**config.mk**
```make
export PLATFORM = sky130hd
export DESIGN_NAME = pipe_mem_stage_flat
export DESIGN_NICKNAME = d
export VERILOG_FILES = /design/src/rtl/pipe_mem_stage_if.sv /design/src/rtl/pipe_mem_stage.sv /design/src/flat_wrapper.sv
export SDC_FILE = /design/constraint.sdc
export NUM_CORES = 1
export LEC_CHECK = 0
export CAP_MARGIN = 10
export CORE_ASPECT_RATIO = 1.2
export CORE_MARGIN = 3
export CORE_UTILIZATION = 40
export CTS_CLUSTER_SIZE = 40
export DETAILED_ROUTE_END_ITERATION = 10
export PLACE_DENSITY_LB_ADDON = 0.05
export SYNTH_ARGS = -nofsm -noshare
export SYNTH_HDL_FRONTEND = slang
export SYNTH_SLANG_ARGS = --single-unit
```
**constraint.sdc**
```tcl
create_clock -name clock -period 3.15 [get_ports clock]
set_input_delay 0.315 -clock clock [delete_from_list [all_inputs] [get_ports clock]]
set_output_delay 0.315 -clock clock [all_outputs]
set_load 0.01 [all_outputs]
```
**src/rtl/pipe_mem_stage_if.sv**
```systemverilog
// pipe_mem_stage_if
//   Memory-access bus between the EX/MEM pipeline register and the MEM stage.
//   Ports (signals):
//     mwmem  store enable
//     malu   byte address (ALU result)
//     mb     store data
//     mmo    load data, combinational from malu
//   master: EX/MEM side (drives mwmem/malu/mb, receives mmo)
//   slave : MEM stage (receives mwmem/malu/mb, drives mmo)
interface pipe_mem_stage_if;
  logic        mwmem;
  logic [31:0] malu;
  logic [31:0] mb;
  logic [31:0] mmo;

  modport master (output mwmem, output malu, output mb, input mmo);
  modport slave  (input mwmem, input malu, input mb, output mmo);
endinterface

```
**src/rtl/pipe_mem_stage.sv**
```systemverilog
// pipe_mem_stage
//   MEM stage of the 5-stage pipeline: word-addressed data RAM plus a small
//   memory-mapped I/O block (three output registers, two synchronised input
//   ports, a free-running cycle counter). Loads are combinational so MEM/WB
//   latches mmo at the edge that ends the MEM cycle.
//   Ports:
//     clock               system clock, rising edge
//     resetn              synchronous active-low reset (RAM is not cleared)
//     bus                 slave side of pipe_mem_stage_if (mwmem/malu/mb/mmo)
//     in_port0/in_port1   asynchronous external inputs, IN_W bits each
//     out_port0..2        output registers
//   I/O map (malu[7]==1, malu[1:0] and malu[31:8] ignored):
//     0x80/0x84/0x88 out_port0..2 (r/w), 0xC0/0xC4 in_port0/1 (r),
//     0xC8 cycle counter (r), anything else reads 0 and drops writes.
module pipe_mem_stage #(
  parameter int AW   = 5,
  parameter int IN_W = 32
) (
  input  logic              clock,
  input  logic              resetn,
  pipe_mem_stage_if.slave   bus,
  input  logic [IN_W-1:0]   in_port0,
  input  logic [IN_W-1:0]   in_port1,
  output logic [31:0]       out_port0,
  output logic [31:0]       out_port1,
  output logic [31:0]       out_port2
);

  // I/O word addresses, i.e. malu[7:2]
  localparam logic [5:0] A_OUT0 = 6'h20;  // 0x80
  localparam logic [5:0] A_OUT1 = 6'h21;  // 0x84
  localparam logic [5:0] A_OUT2 = 6'h22;  // 0x88
  localparam logic [5:0] A_IN0  = 6'h30;  // 0xC0
  localparam logic [5:0] A_IN1  = 6'h31;  // 0xC4
  localparam logic [5:0] A_CNT  = 6'h32;  // 0xC8

  logic [31:0]     ram [0:(2**AW)-1];
  logic [IN_W-1:0] sync0_a, sync0_b;
  logic [IN_W-1:0] sync1_a, sync1_b;
  logic [31:0]     cycle_cnt;

  logic            is_io;
  logic [5:0]      io_word;
  logic [AW-1:0]   ram_idx;
  logic            unused_addr;

  assign is_io       = bus.malu[7];
  assign io_word     = bus.malu[7:2];
  assign ram_idx     = bus.malu[AW+1:2];
  assign unused_addr = ^{bus.malu[31:8], bus.malu[1:0]};

  // RAM has no reset; a write is suppressed while resetn is low.
  always_ff @(posedge clock) begin
    if (resetn && bus.mwmem && !is_io)
      ram[ram_idx] <= bus.mb;
  end

  always_ff @(posedge clock) begin
    if (!resetn) begin
      out_port0 <= '0;
      out_port1 <= '0;
      out_port2 <= '0;
      sync0_a   <= '0;
      sync0_b   <= '0;
      sync1_a   <= '0;
      sync1_b   <= '0;
      cycle_cnt <= '0;
    end else begin
      sync0_a   <= in_port0;
      sync0_b   <= sync0_a;
      sync1_a   <= in_port1;
      sync1_b   <= sync1_a;
      cycle_cnt <= cycle_cnt + 32'd1;
      if (bus.mwmem && is_io) begin
        case (io_word)
          A_OUT0:  out_port0 <= bus.mb;
          A_OUT1:  out_port1 <= bus.mb;
          A_OUT2:  out_port2 <= bus.mb;
          default: ;  // read-only or unmapped: dropped
        endcase
      end
    end
  end

  // Combinational read; a same-cycle write is not bypassed, so the old value
  // is returned and the new one appears after the edge.
  always_comb begin
    bus.mmo = '0;
    if (!is_io) begin
      bus.mmo = ram[ram_idx];
    end else begin
      case (io_word)
        A_OUT0:  bus.mmo = out_port0;
        A_OUT1:  bus.mmo = out_port1;
        A_OUT2:  bus.mmo = out_port2;
        A_IN0:   bus.mmo = 32'(sync0_b);
        A_IN1:   bus.mmo = 32'(sync1_b);
        A_CNT:   bus.mmo = cycle_cnt;
        default: bus.mmo = '0;
      endcase
    end
  end

endmodule

```
**src/flat_wrapper.sv**
```systemverilog
// flat-port wrapper written by rule: the top's interface ports become plain ports
module pipe_mem_stage_flat 
#(
  parameter int AW   = 5,
  parameter int IN_W = 32
)
  (clock, resetn, in_port0, in_port1, out_port0, out_port1, out_port2, bus_mwmem, bus_malu, bus_mb, bus_mmo);
  pipe_mem_stage_if bus_i ();
  input  logic clock;
  input  logic resetn;
  input  logic [IN_W-1:0] in_port0;
  input  logic [IN_W-1:0] in_port1;
  output logic [31:0] out_port0;
  output logic [31:0] out_port1;
  output logic [31:0] out_port2;
  input wire logic [$bits(bus_i.mwmem)-1:0] bus_mwmem;
  input wire logic [$bits(bus_i.malu)-1:0] bus_malu;
  input wire logic [$bits(bus_i.mb)-1:0] bus_mb;
  output wire logic [$bits(bus_i.mmo)-1:0] bus_mmo;
  assign bus_i.mwmem = bus_mwmem;
  assign bus_i.malu = bus_malu;
  assign bus_i.mb = bus_mb;
  assign bus_mmo = bus_i.mmo;
  pipe_mem_stage #(.AW(AW), .IN_W(IN_W)) u_core (.clock(clock), .resetn(resetn), .bus(bus_i), .in_port0(in_port0), .in_port1(in_port1), .out_port0(out_port0), .out_port1(out_port1), .out_port2(out_port2));
endmodule
```
==> impl_metrics.prom <==
# TYPE chip_impl_metric gauge
chip_impl_info{name="r2r_end",value="u_core.cycle_cnt[24]"} 1
chip_impl_metric{name="clock_sinks",unit=""} 1280
chip_impl_info{name="critical_path.reg2reg.startpoint",value="u_core.cycle_cnt[11]"} 1
chip_impl_metric{name="via_count",unit=""} 28700
chip_impl_metric{name="netlist_area_before_placement",unit="µm²"} 49400
chip_impl_metric{name="drt_drc_violations_left",unit=""} 0
chip_impl_metric{name="internal_power",unit="W"} 0.0281
chip_impl_metric{name="routabilityCongestion",unit=""} 0.828
chip_impl_metric{name="dieHeight",unit="µm"} 391
chip_impl_metric{name="routed_via_density",unit=""} 5.54
chip_impl_metric{name="final_layout_size_suffix_gt1_share",unit="%"} 23.1
chip_impl_metric{name="crit_required",unit="ns"} 2.83
chip_impl_metric{name="cts-hold-fix-buffers",unit=""} 0
chip_impl_metric{name="share_of_total_power_in_combinational_logic",unit="%"} 5.7
chip_impl_metric{name="die_footprint",unit="µm²"} 128000
chip_impl_metric{name="insertion_delay",unit="ns"} 0.76
chip_impl_metric{name="setup-tns-final",unit="ns"} 0
chip_impl_info{name="holdCritPathClass",value="in2reg"} 1
chip_impl_metric{name="skew",unit="ns"} 0.0176
chip_impl_info{name="critPathSlowestCell",value="sky130_fd_sc_hd__mux4_2"} 1
chip_impl_info{name="critPathCapture",value="bus_mmo[17]"} 1
chip_impl_metric{name="postSynthNetCount",unit=""} 3047
chip_impl_metric{name="detailedRoute.firstPassIterationCount",unit=""} 5
chip_impl_metric{name="powerDensity",unit="nW/µm²"} 588
chip_impl_metric{name="route.antenna.remaining_nets",unit=""} 0
chip_impl_metric{name="synth_seq_cells",unit=""} 1280
chip_impl_metric{name="cp.arrival",unit="ns"} 2.80
chip_impl_metric{name="fin_util",unit="%"} 50.0
chip_impl_metric{name="port_buffers",unit=""} 232
chip_impl_metric{name="crit_path_max_incr_delay",unit="ns"} 0.47
chip_impl_metric{name="total_detailed_routing_wirelength",unit="mm"} 154
chip_impl_metric{name="rrSetupSlack",unit="ns"} 0.63
chip_impl_info{name="cts_root_buf",value="sky130_fd_sc_hd__clkbuf_16"} 1
chip_impl_metric{name="floorplan.io_pins",unit=""} 259
chip_impl_metric{name="yosysSeqAreaShare",unit="%"} 72.7
chip_impl_metric{name="timing.critical_path.fanout_max",unit=""} 1
chip_impl_metric{name="clock_power_share",unit="%"} 42.9
chip_impl_metric{name="seqPwrFrac",unit="%"} 51.4
chip_impl_metric{name="max_freq",unit="MHz"} 321
chip_impl_metric{name="coreArea",unit="µm²"} 122000
chip_impl_metric{name="die_w",unit="µm"} 327
chip_impl_metric{name="detailed_route_wire_length_per_cell",unit="µm"} 29.8
chip_impl_metric{name="antenna_violations_before_repair",unit=""} 4
chip_impl_metric{name="timing_max_transition_violations_final",unit=""} 0
chip_impl_info{name="clock_tree_from_tritoncts",value="built"} 1
chip_impl_metric{name="clkTransAtPathRegs",unit="ns"} 0.06
chip_impl_metric{name="number_of_global_route_vias_before_repair",unit=""} 29500
chip_impl_metric{name="tritoncts.num_buffers",unit=""} 135
chip_impl_metric{name="irDropWorstVdd",unit="µV"} 487
chip_impl_metric{name="p_sw_share",unit="%"} 21.5
chip_impl_metric{name="reg2reg_depth",unit=""} 6
chip_impl_info{name="crit_start",value="u_core.ram[30][17]"} 1
chip_impl_info{name="outcome",value="finished clean"} 1
chip_impl_info{name="timing_worst_setup_path_type",value="reg2out"} 1
chip_impl_metric{name="dr.first_iter.drc_count",unit=""} 2664
chip_impl_metric{name="initial_core_util",unit="%"} 40.5
chip_impl_metric{name="slew_headroom",unit="%"} 38.1
chip_impl_metric{name="ctsLongestPathBuffers",unit=""} 3
chip_impl_info{name="critical_path.cell_chain",value="mux4_2 > a22o_1 > nor4_4 > and4_1 > buf_4 > a31oi_1 > clkbuf_2"} 1
chip_impl_metric{name="final_nets",unit=""} 3566
chip_impl_metric{name="post-route-period-util",unit="%"} 98.7
chip_impl_metric{name="deepest_level_of_the_cts_h_tree",unit=""} 4
chip_impl_metric{name="async_reset_ff_share",unit="%"} 0
chip_impl_metric{name="grt_util_all_layers",unit="%"} 24.0
chip_impl_metric{name="synth_edf_count",unit=""} 1024
chip_impl_metric{name="synth_cells",unit=""} 2915
chip_impl_metric{name="max-cap-violations",unit=""} 0
chip_impl_metric{name="place_hpwl",unit="mm"} 103
chip_impl_metric{name="area_growth_syn_to_fin",unit="%"} 23.4
chip_impl_metric{name="p_switching",unit="W"} 0.00770
chip_impl_metric{name="holdWs",unit="ns"} 0.131
chip_impl_metric{name="std_cell_rows",unit=""} 140
chip_impl_metric{name="period_needed",unit="ns"} 3.11
chip_impl_metric{name="synthesis_warnings",unit=""} 0
chip_impl_metric{name="worst_slew_pin_slew",unit="ns"} 0.921
chip_impl_metric{name="power.static_leakage",unit="nW"} 20.4
chip_impl_info{name="timing.critical_path.to_type",value="output pin"} 1
chip_impl_info{name="worstSetupStartpointType",value="flip-flop"} 1
chip_impl_metric{name="grt_ovf",unit=""} 0
chip_impl_metric{name="grt_first_pass_wirelength",unit="mm"} 218
chip_impl_info{name="yosys_most_used_dff",value="sky130_fd_sc_hd__edfxtp_1"} 1
chip_impl_metric{name="maximum_number_of_pins_on_one_net_before_global_route_repair",unit=""} 261
chip_impl_metric{name="synth_area_per_cell",unit="µm²"} 16.9
chip_impl_metric{name="finalSetupViolations",unit=""} 0
chip_impl_metric{name="synth_cell_types",unit=""} 63
chip_impl_metric{name="hold_viol",unit=""} 0
==> power by group through the flow <==
stage                     clock, W  combinational (W)  sequential, W
after global placement           0            0.00203         0.0188
after global routing        0.0164            0.00217         0.0184
after CTS                   0.0157            0.00206         0.0184
final                       0.0154            0.00206         0.0184
after floorplan                  0           0.000902         0.0188
after detailed placement         0            0.00205         0.0188
==> worst min-delay path by stage <==
stage | to | startpoint | depth (start not counted) | slack, ns
after floorplan | u_core.sync0_b[0] | u_core.sync0_a[0] | 1 | 0.41
after global placement | u_core.sync0_b[26] | u_core.sync0_a[26] | 1 | 0.42
after detailed placement | u_core.sync0_b[7] | u_core.sync0_a[7] | 1 | 0.42
after CTS | u_core.sync0_a[1] | in_port0[1] | 2 | 0.07
after global routing | u_core.sync0_a[8] | in_port0[8] | 2 | 0.1
final | u_core.sync0_a[27] | in_port0[27] | 2 | 0.13
==> cell usage after synthesis (8+ instances only) <==
cell type | n | area [µm²]
sky130_fd_sc_hd__edfxtp_1 | 1024 | 30700
sky130_fd_sc_hd__dfxtp_1 | 256 | 5120
sky130_fd_sc_hd__nand2_1 | 245 | 920
sky130_fd_sc_hd__mux2i_1 | 226 | 2260
sky130_fd_sc_hd__mux4_2 | 161 | 3630
sky130_fd_sc_hd__and2_1 | 159 | 995
sky130_fd_sc_hd__a22oi_1 | 130 | 976
sky130_fd_sc_hd__clkbuf_1 | 74 | 278
sky130_fd_sc_hd__o22ai_1 | 69 | 432
sky130_fd_sc_hd__a21boi_1 | 62 | 465
sky130_fd_sc_hd__buf_2 | 57 | 285
sky130_fd_sc_hd__nor2_1 | 50 | 188
sky130_fd_sc_hd__nor3_1 | 35 | 175
sky130_fd_sc_hd__buf_4 | 32 | 240
sky130_fd_sc_hd__o21ai_0 | 32 | 160
sky130_fd_sc_hd__a21boi_2 | 30 | 338
sky130_fd_sc_hd__a31oi_1 | 25 | 156
sky130_fd_sc_hd__buf_6 | 22 | 248
sky130_fd_sc_hd__nand3_1 | 21 | 105
sky130_fd_sc_hd__and4_1 | 20 | 175
sky130_fd_sc_hd__xnor2_1 | 16 | 140
sky130_fd_sc_hd__nand4_1 | 15 | 93.8
sky130_fd_sc_hd__nor2b_1 | 14 | 87.6
sky130_fd_sc_hd__a21oi_1 | 13 | 65.1
sky130_fd_sc_hd__and3_1 | 13 | 81.3
sky130_fd_sc_hd__nand2b_1 | 13 | 81.3
sky130_fd_sc_hd__a211oi_1 | 8 | 60.1
sky130_fd_sc_hd__nor4_1 | 8 | 50.1
sky130_fd_sc_hd__xor2_1 | 8 | 70.1
==> kinds of logic (layout without fill, tap and decap cells) <==
family	after synthesis	in the layout	synth area share, %
and+or+nand+nor	627	627	6.74
AOI/OAI and AO/OA	408	408	6.05
adders and majority gates	1	1	0.0253
xor gates and xnor gates	24	24	0.426
muxes	387	387	11.9
other	0	1	0
DFF	1280	1280	72.7
buffers and inverters	188	811	2.15
==> routing by layer <==
metal	track usage (%)	vias up	share of wire [%]
met1	31.0	15000	41
met4	6.97	0	2.6
met3	4.28	201	5.6
li1	-	12400	-
met5	0	-	0
met2	41.7	1030	51
==> critical path: cells and delay by family, from the launching register on <==
kind | cells | cell delay (ns)
flops | 1 | 0.37
buf+inv | 2 | 0.33
simple gates | 2 | 0.51
mux | 1 | 0.47
compound gates | 2 | 0.36
==> metrics by stage <==
step                power [W]  area, µm²  worst slack [ns]  std cells
finish                 0.0358      60900            0.0395       5172
global route           0.0369      60900           -0.0195       5171
CTS                    0.0362      60800            -0.169       5168
detailed placement     0.0208      56400            -0.368       4923
global placement       0.0208      56400            -0.382       4923
floorplan              0.0197      49400           -0.0931       2915
==> cell type report <==
cell class                      instances  area [µm²]
Fill cell                           10300       61000
Sequential cell                      1280       35900
Tap cell                             1633        2040
Timing Repair Buffer                  568        5840
Inverter                                2        7.51
Clock inverter                         56         464
Clock buffer                          185        3780
Antenna cell                            1        2.50
Multi-Input combinational cell       1447       12900
==> repair_timing <==
item / in CTS / in global routing
gates resized for setup: 68 / 37
endpoints found under the setup margin: 32 / 19
pin swaps: 1 / 5
buffers inserted: 4 / 3
==> cells in the final DEF, fill, tap and decap left out, drive strengths merged, types with 12 or more instances in the layout <==
| master | count |
|---|---|
| edfxtp | 1024 |
| buf | 343 |
| dfxtp | 256 |
| nand2 | 246 |
| mux2i | 226 |
| clkdlybuf4s50 | 194 |
| clkbuf | 189 |
| mux4 | 161 |
| and2 | 159 |
| a22oi | 130 |
| a21boi | 98 |
| o22ai | 69 |
| nor2 | 50 |
| clkinv | 42 |
| nor3 | 36 |
| o21ai | 32 |
| a31oi | 25 |
| nand3 | 21 |
| dlygate4sd2 | 20 |
| and4 | 20 |
| xnor2 | 16 |
| nand4 | 15 |
| nor2b | 14 |
| nand2b | 13 |
| a21oi | 13 |
| and3 | 13 |
| nor4 | 12 |
==> flip-flops by register name, summed over array words and instances (netlist names) <==
register,flops
u_core.ram,1024
u_core.cycle_cnt,32
u_core.out_port0,32
u_core.out_port1,32
u_core.out_port2,32
u_core.sync0_a,32
u_core.sync0_b,32
u_core.sync1_a,32
u_core.sync1_b,32
Power figures use the tool's default switching activity.
